[src/rtl/seg_pkg.sv]
// ---------------------------------------------------------------------------
// seg_pkg
// Shared types and constants for the 4-digit 7-segment display arbiter.
//   - owner_e   : who currently owns the display (nobody, background A,
//                 overlay B)
//   - scan_e    : scan FSM state (drive a digit, or the all-off guard gap)
//   - NUM_DIGITS: digits on the board display
//   - ANODE_OFF : anode pattern with every digit switched off (active-low)
//   - lzMask()  : leading-zero mask for a 16-bit snapshot. It is only used
//                 when SEG_LZ_SUPPRESS_EN is defined.
// ---------------------------------------------------------------------------
package seg_pkg;

    localparam int NUM_DIGITS = 4;
    localparam logic [3:0] ANODE_OFF = 4'hF;

    typedef enum logic [1:0] {
        OWN_NONE = 2'd0,
        OWN_A    = 2'd1,
        OWN_B    = 2'd2
    } owner_e;

    typedef enum logic {
        SCAN_DRIVE = 1'b0,
        SCAN_GUARD = 1'b1
    } scan_e;

    // A bit is set for each of digits 3..1 that is zero and has only zeros
    // above it. Digit 0 always stays visible, so bit 0 is never set.
    function automatic logic [3:0] lzMask(input logic [15:0] value);
        logic [3:0] mask;
        mask    = 4'b0000;
        mask[3] = (value[15:12] == 4'h0);
        mask[2] = mask[3] && (value[11:8] == 4'h0);
        mask[1] = mask[2] && (value[7:4] == 4'h0);
        return mask;
    endfunction

endpackage

[src/rtl/seg_scan_timer.sv]
// ---------------------------------------------------------------------------
// seg_scan_timer
// Digit scan sequencer. It steps DRIVE(i) -> GUARD(i) -> DRIVE(i+1) on each
// divider tick, with GUARD_TICKS all-off ticks after each digit slot. It
// flags the tick that leaves slot 3, which is the frame boundary.
//
// Ports
//   clk, reset_n      : clock, asynchronous active-low reset
//   tick              : one-cycle advance enable from the clock divider
//   nextState_o       : scan state after this cycle (DRIVE/GUARD)
//   nextIdx_o         : digit index after this cycle
//   frameBoundary_o   : high on the tick that ends digit 3's slot (guard
//                       included)
//
// The next-state values are exported so that the parent can register its
// display outputs on the same edge that the scan moves. This keeps the
// outputs aligned with the scan position and adds no cycle of lag.
// ---------------------------------------------------------------------------
module seg_scan_timer
    import seg_pkg::*;
#(
    parameter int unsigned GUARD_TICKS = 1
) (
    input  logic                          clk,
    input  logic                          reset_n,
    input  logic                          tick,
    output scan_e                         nextState_o,
    output logic [$clog2(NUM_DIGITS)-1:0] nextIdx_o,
    output logic                          frameBoundary_o
);

    localparam int IDX_W = $clog2(NUM_DIGITS);
    localparam logic [IDX_W-1:0] LAST_IDX = IDX_W'(NUM_DIGITS - 1);
    // The guard counter counts down to zero, so GUARD_TICKS ticks need a
    // load value of GUARD_TICKS-1.
    localparam logic [3:0] GUARD_LOAD = (GUARD_TICKS > 0) ? 4'(GUARD_TICKS - 1) : 4'd0;

    scan_e            state_q, state_d;
    logic [IDX_W-1:0] idx_q, idx_d;
    logic [3:0]       guardCnt_q, guardCnt_d;

    // Next-state logic. Nothing moves without a tick. When GUARD_TICKS is 0,
    // the guard state is skipped and the scan goes straight to the next digit.
    always_comb begin
        state_d         = state_q;
        idx_d           = idx_q;
        guardCnt_d      = guardCnt_q;
        frameBoundary_o = 1'b0;
        if (tick) begin
            case (state_q)
                SCAN_DRIVE: begin
                    if (GUARD_TICKS > 0) begin
                        state_d    = SCAN_GUARD;
                        guardCnt_d = GUARD_LOAD;
                    end else begin
                        idx_d           = idx_q + IDX_W'(1);
                        frameBoundary_o = (idx_q == LAST_IDX);
                    end
                end
                SCAN_GUARD: begin
                    if (guardCnt_q == 4'd0) begin
                        state_d         = SCAN_DRIVE;
                        idx_d           = idx_q + IDX_W'(1);
                        frameBoundary_o = (idx_q == LAST_IDX);
                    end else begin
                        guardCnt_d = guardCnt_q - 4'd1;
                    end
                end
                default: begin
                    state_d = SCAN_DRIVE;
                end
            endcase
        end
    end

    // Scan state register. Reset returns the scan to DRIVE(0).
    always_ff @(posedge clk or negedge reset_n) begin
        if (!reset_n) begin
            state_q    <= SCAN_DRIVE;
            idx_q      <= '0;
            guardCnt_q <= 4'd0;
        end else begin
            state_q    <= state_d;
            idx_q      <= idx_d;
            guardCnt_q <= guardCnt_d;
        end
    end

    assign nextState_o = state_d;
    assign nextIdx_o   = idx_d;

endmodule

[src/rtl/seg_display_arbiter.sv]
// ---------------------------------------------------------------------------
// seg_display_arbiter
// Shares the 4-digit 7-segment display between a background source (A) and
// an overlay source (B, higher priority). Ownership, the 16-bit snapshot and
// the overlay hold counter change only at frame boundaries. This means each
// frame shows one consistent value.
//
// Parameters
//   HOLD_FRAMES : minimum number of frames that B keeps the display once
//                 granted (1..255)
//   GUARD_TICKS : all-off ticks after each digit slot (0..15)
//
// Ports
//   clk, reset_n        : clock, asynchronous active-low reset
//   tick                : scan/arbitration advance enable
//   req_a, value_a      : background request and digits ([3:0] = digit 0)
//   req_b, value_b      : overlay request and digits
//   gnt_a, gnt_b        : current owner (one-hot, or both low)
//   an                  : active-low anodes, bit i = digit i
//   digit               : nibble to the 7-seg decoder
//   blank               : decoder must turn all segments off
//   frame_done          : one-cycle pulse on the frame-boundary tick
//
// Configuration
//   SEG_LZ_SUPPRESS_EN  : when defined, leading zeros of the snapshot (digits
//                         3..1) are blanked during their drive slot.
// ---------------------------------------------------------------------------
module seg_display_arbiter
    import seg_pkg::*;
#(
    parameter int unsigned HOLD_FRAMES = 8,
    parameter int unsigned GUARD_TICKS = 1
) (
    input  logic        clk,
    input  logic        reset_n,
    input  logic        tick,
    input  logic        req_a,
    input  logic [15:0] value_a,
    input  logic        req_b,
    input  logic [15:0] value_b,
    output logic        gnt_a,
    output logic        gnt_b,
    output logic [3:0]  an,
    output logic [3:0]  digit,
    output logic        blank,
    output logic        frame_done
);

    localparam int IDX_W = $clog2(NUM_DIGITS);
    localparam logic [7:0] HOLD_LOAD = 8'(HOLD_FRAMES - 1);

    scan_e            nextState;
    logic [IDX_W-1:0] nextIdx;
    logic             frameBoundary;

    owner_e      owner_q, owner_d;
    logic [7:0]  holdCnt_q, holdCnt_d;
    logic [15:0] snapshot_q, snapshot_d;
    logic        gntA_d, gntB_d, blank_d, frameDone_d;
    logic [3:0]  an_d, digit_d;
`ifdef SEG_LZ_SUPPRESS_EN
    logic [3:0]  lzMask_q, lzMask_d;
`endif

    seg_scan_timer #(
        .GUARD_TICKS (GUARD_TICKS)
    ) scanTimer (
        .clk             (clk),
        .reset_n         (reset_n),
        .tick            (tick),
        .nextState_o     (nextState),
        .nextIdx_o       (nextIdx),
        .frameBoundary_o (frameBoundary)
    );

    // Arbitration at the frame boundary. A held overlay keeps the display
    // regardless of requests. Otherwise B beats A. The hold count is reloaded
    // only when B is newly granted, and it runs down to zero while B stays.
    // The snapshot is refreshed only from a requester that is actively
    // asking. A granted owner with a dropped request keeps its old digits.
    always_comb begin
        owner_d    = owner_q;
        holdCnt_d  = holdCnt_q;
        snapshot_d = snapshot_q;
        if (frameBoundary) begin
            if (owner_q == OWN_B && holdCnt_q != 8'd0) begin
                owner_d   = OWN_B;
                holdCnt_d = holdCnt_q - 8'd1;
            end else if (req_b) begin
                owner_d   = OWN_B;
                holdCnt_d = (owner_q != OWN_B) ? HOLD_LOAD : 8'd0;
            end else if (req_a) begin
                owner_d = OWN_A;
            end else begin
                owner_d = OWN_NONE;
            end

            if (owner_d == OWN_A && req_a) begin
                snapshot_d = value_a;
            end else if (owner_d == OWN_B && req_b) begin
                snapshot_d = value_b;
            end
        end
    end

`ifdef SEG_LZ_SUPPRESS_EN
    // The suppression mask follows the snapshot. It is computed once at load
    // time, not on every drive slot.
    always_comb begin
        lzMask_d = lzMask_q;
        if (frameBoundary) begin
            lzMask_d = lzMask(snapshot_d);
        end
    end
`endif

    // Output values are built from the post-edge scan position, owner and
    // snapshot. At a boundary, digit 0 of the new owner is therefore
    // registered on the same edge as the grant.
    always_comb begin
        gntA_d      = (owner_d == OWN_A);
        gntB_d      = (owner_d == OWN_B);
        frameDone_d = frameBoundary;
        digit_d     = snapshot_d[{nextIdx, 2'b00} +: 4];
        an_d        = ANODE_OFF;
        blank_d     = 1'b1;
        if (owner_d != OWN_NONE && nextState == SCAN_DRIVE) begin
            an_d    = ~(4'b0001 << nextIdx);
`ifdef SEG_LZ_SUPPRESS_EN
            blank_d = lzMask_d[nextIdx];
`else
            blank_d = 1'b0;
`endif
        end
    end

    // State and output registers. Reset clears them immediately, without
    // waiting for a clock edge, so the display goes dark at once.
    always_ff @(posedge clk or negedge reset_n) begin
        if (!reset_n) begin
            owner_q    <= OWN_NONE;
            holdCnt_q  <= 8'd0;
            snapshot_q <= 16'h0000;
`ifdef SEG_LZ_SUPPRESS_EN
            lzMask_q   <= 4'b0000;
`endif
            gnt_a      <= 1'b0;
            gnt_b      <= 1'b0;
            an         <= ANODE_OFF;
            digit      <= 4'h0;
            blank      <= 1'b1;
            frame_done <= 1'b0;
        end else begin
            owner_q    <= owner_d;
            holdCnt_q  <= holdCnt_d;
            snapshot_q <= snapshot_d;
`ifdef SEG_LZ_SUPPRESS_EN
            lzMask_q   <= lzMask_d;
`endif
            gnt_a      <= gntA_d;
            gnt_b      <= gntB_d;
            an         <= an_d;
            digit      <= digit_d;
            blank      <= blank_d;
            frame_done <= frameDone_d;
        end
    end

endmodule

[config.mk]
export PLATFORM = sky130hd
export DESIGN_NAME = seg_display_arbiter
export DESIGN_NICKNAME = d
export VERILOG_FILES = /design/src/rtl/seg_pkg.sv /design/src/rtl/seg_scan_timer.sv /design/src/rtl/seg_display_arbiter.sv
export SDC_FILE = /design/constraint.sdc
export NUM_CORES = 1
export LEC_CHECK = 0
export ABC_AREA = 1
export BUFFER_PORTS_ARGS = -buffer_cell sky130_fd_sc_hd__buf_2
export CAP_MARGIN = 40
export CORE_MARGIN = 2
export CORE_UTILIZATION = 55
export CTS_CLUSTER_DIAMETER = 30
export DETAILED_ROUTE_END_ITERATION = 10
export HOLD_SLACK_MARGIN = 0.03
export MAX_ROUTING_LAYER = met4
export PLACE_DENSITY_LB_ADDON = 0.15
export SKIP_LAST_GASP = 1
export SYNTH_ARGS = -nofsm -noshare
export SYNTH_HDL_FRONTEND = slang
export SYNTH_SLANG_ARGS = --single-unit
[constraint.sdc]
create_clock -name clk -period 2.6 [get_ports clk]
set_clock_uncertainty 0.2 [all_clocks]
set_input_delay 0.26 -clock clk [delete_from_list [all_inputs] [get_ports clk]]
set_output_delay 0.26 -clock clk [all_outputs]
set_load 0.01 [all_outputs]
==> results.json <==
{
  "synth-simple-area-share_pct": 35.4,
  "numPortBuffers": 48,
  "p_leak_nw": 1.57,
  "switchingPower_mw": 1.14,
  "critPathLaunch": "holdCnt_q[0]$_DFFE_PN0P_",
  "track_usage_pct": 21.8,
  "tightest_slew_ns": 0.536,
  "multi_input_area_sq_um": 1110,
  "timing.max_cap.violations": 0,
  "outcome": "finished clean",
  "worst_slack_ns": 0.347,
  "grt_pass1_wl_um": 8630,
  "syn2layout_area_growth_pct": 16.0,
  "tns_ns": 0,
  "cts.path.max_buffers": 2,
  "initial_core_util_pct": 58.0,
  "synth.mux.area_fraction_pct": 0,
  "finalCritPeriodShare_pct": 86.7,
  "synth-xor-area-share_pct": 2.05,
  "postSynthCellCount": 334,
  "final-setup-viol-count": 0,
  "hpwl_um": 3950,
  "final_area_sq_um": 2970,
  "first_iter_violations": 105,
  "async_flop_share_pct": 100,
  "place.gp.congestion": 0.831,
  "critPathKind": "reg2reg",
  "timing.hold.ws_ns": 0.0837,
  "worstRegToRegCells": 9,
  "hold_depth": 2,
  "synth_area_sq_um": 2560,
  "crit_arrival_ns": 2.26,
  "cp_slowest_cell": "dfrtp_1",
  "synth_compound_area_share_pct": 4.49,
  "worstHoldStart": "tick",
  "diodes": 0,
  "hold_viol_final": 0,
  "wl_per_cell_um": 11.8,
  "swShare_pct": 39.8,
  "antenna_found_initial": 0,
  "fill_cells": 390,
  "max-slew-margin-rel_pct": 64.2,
  "vias": 2132,
  "p_seq_share_pct": 38.3,
  "placed_area_sq_um": 2860,
  "cts_made_buffers": 5,
  "fp.dieW_um": 72.3,
  "synth_fp_nets": 374,
  "slew_viol_final": 0,
  "grt.overflow.total": 0,
  "powerDensity_nw_per_um2": 966,
  "worstHoldEndpoint": "scanTimer.state_q$_DFF_PN0_",
  "pre_cts_slack_ns": 0.347,
  "critPathLaunchType": "flop",
  "clock_sinks": 45,
  "synth-seq-cells": 45,
  "routed_wl_um": 5200,
  "core_area_sq_um": 4410,
  "drt-vias-per-instance": 4.85,
  "io_pins": 49,
  "avgSynthCellArea_sq_um": 7.67,
  "clk_pin_slew_ns": 0.09,
  "intPower_mw": 1.73,
  "synth_flop_cell": "dfrtp_1",
  "hp-class": "in2reg",
  "pwr-share-clk_pct": 16.4,
  "fmax_mhz": 444,
  "end_kind": "flop",
  "combPwrFrac_pct": 45.3,
  "r2r_start": "holdCnt_q[0]$_DFFE_PN0P_",
  "regArea_sq_um": 1130,
  "grt_pass1_vias": 2112,
  "ys_types": 29,
  "final_nets": 427,
  "cpPeakStageDelay_ns": 0.38,
  "fin_crit_ns": 2.25,
  "cts_tree": "built",
  "cp_max_fo": 17,
  "num_rows": 24,
  "drt_pre_antenna_iters": 4,
  "ys_seq_area_share_pct": 44.2,
  "die_y_um": 72.3,
  "rsz0062_at_grt": "no",
  "htree_num_levels": 2,
  "drive_gt1_share_pct": 22.7,
  "clkLatencyLatePin_ns": 0.29,
  "cts_root_buf": "clkbuf_8",
  "synth_edf_count": 0,
  "die_area_sq_um": 5220,
  "antenna_left": 0,
  "crit_chain": "inv_1 -> ha_1 -> nand3_2 -> o21ai_4 -> nand3_4 -> nand2_1 -> inv_1 -> nand2_1 -> nand3_1",
  "grt_max_degree": 34,
  "reg2reg_slack_ns": 0.35,
  "remaining_drc_errors": 0,
  "crit_required_ns": 2.61,
  "reg2reg_to": "an[1]$_DFF_PN1_",
  "ir_drop_mv": 0.530,
  "synth_fa_ha_area_share_pct": 1.46,
  "synth_top_family_by_area": "simple AND/OR/NAND/NOR gates",
  "synth_warnings": 0
}
==> power groups by stage <==
stage | Sequential, mW | Combinational (mW) | Clock (mW)
2_1_floorplan | 1.12 | 0.966 | 0
3_3_place_gp | 1.10 | 1.26 | 0
3_5_place_dp | 1.11 | 1.30 | 0
4_1_cts | 1.10 | 1.31 | 0.489
5_1_grt | 1.12 | 1.48 | 0.507
6_report | 1.10 | 1.30 | 0.471
==> worst max path at each step <==
| stage | to | slack (ns) | depth (start not counted) |
|---|---|---|---|
| floorplan | holdCnt_q[5]$_DFFE_PN0P_ | 0.64 | 11 |
| global placement | an[3]$_DFF_PN1_ | 0.38 | 10 |
| detailed placement | an[2]$_DFF_PN1_ | 0.35 | 9 |
| CTS | digit[1]$_DFF_PN0_ | 0.33 | 14 |
| global route | digit[0]$_DFF_PN0_ | 0.09 | 14 |
| finish | an[1]$_DFF_PN1_ | 0.35 | 9 |
==> sequential cells by signal (all words and copies together), names as in the netlist <==
signal	count
scanTimer.state_q	1
gnt_b	1
an	4
scanTimer.idx_q	2
holdCnt_q	8
frame_done	1
gnt_a	1
blank	1
scanTimer.guardCnt_q	4
snapshot_q	16
digit	4
owner_q	2
==> metal layers <==
| metal | wire length [um] | track usage (%) |
|---|---|---|
| met2 | 2670 | 38.4 |
| met5 | 0 | - |
| met4 | 23 | 6.92 |
| met3 | 136 | 2.50 |
| met1 | 2370 | 26.0 |
==> Yosys cell counts, types with 3 or more instances <==
cell,instances,share of area (%)
ha_1,3,1.5
nand2_1,52,7.6
nand3_2,7,2.7
buf_2,3,0.59
and2_1,16,3.9
nor2_2,3,0.73
nor2_1,66,9.7
buf_6,3,1.3
xor2_1,3,1.0
o31ai_1,3,0.88
dfrtp_1,40,39
inv_1,66,9.7
xnor2_1,3,1.0
o21ai_0,6,1.2
nand3_1,34,6.6
nor2_4,4,1.8
dfstp_2,5,5.1
==> stage by stage <==
stage	power (mW)	util, %	std cells
after global placement	2.36	64.2	430
after detailed placement	2.42	64.8	431
after CTS	2.90	67.3	440
final	2.87	67.3	440
after global routing	3.11	67.3	440
after floorplan	2.09	-	334
==> area by class of cell <==
type / count / area share (%)
clock buffers: 7 / 3.24
clock inverters: 1 / 0.168
inverters: 68 / 8.59
multi-input cells: 213 / 37.4
flip-flops and latches: 45 / 38.1
well taps: 52 / 2.19
repair buffers: 54 / 10.4
==> worst max-delay path, delay by kind of cell (launching register included) <==
kind | cells | cell delay, ns
DFF | 1 | 0.38
and+or+nand+nor | 5 | 0.84
adders and majority gates | 1 | 0.24
AOI/OAI and AO/OA | 1 | 0.35
buffers and inverters | 2 | 0.16
==> layout by cell type (no fill, tap or decap), types with 4 or more instances in the layout <==
master and instances:
inv_1 66, nor2_1 66, nand2_1 52, buf_2 48, dfrtp_1 40, nand3_1 34
and2_1 16, nand3_2 7, clkbuf_8 7, o21ai_0 6, dfstp_2 5, nor2_4 4
buf_4 4
==> repair_timing <==
action / 4_1_cts / 5_1_grt
hold buffers: 1 / 0
endpoints found under the hold margin: 20 / 0
setup buffers: 0 / 0
gates resized for setup: 0 / 0
==> kinds of logic (layout without fill, tap and decap cells) <==
| family | count (synthesis) | in the layout |
|---|---|---|
| adder cells (fa/ha/maj) | 3 | 3 |
| XOR/XNOR | 6 | 6 |
| flip-flops | 45 | 45 |
| AND/OR/NAND/NOR | 187 | 187 |
| AO/OA/AOI/OAI | 17 | 17 |
| buffers and inverters | 76 | 130 |
Note: power is estimated with default switching activity, not from simulation.
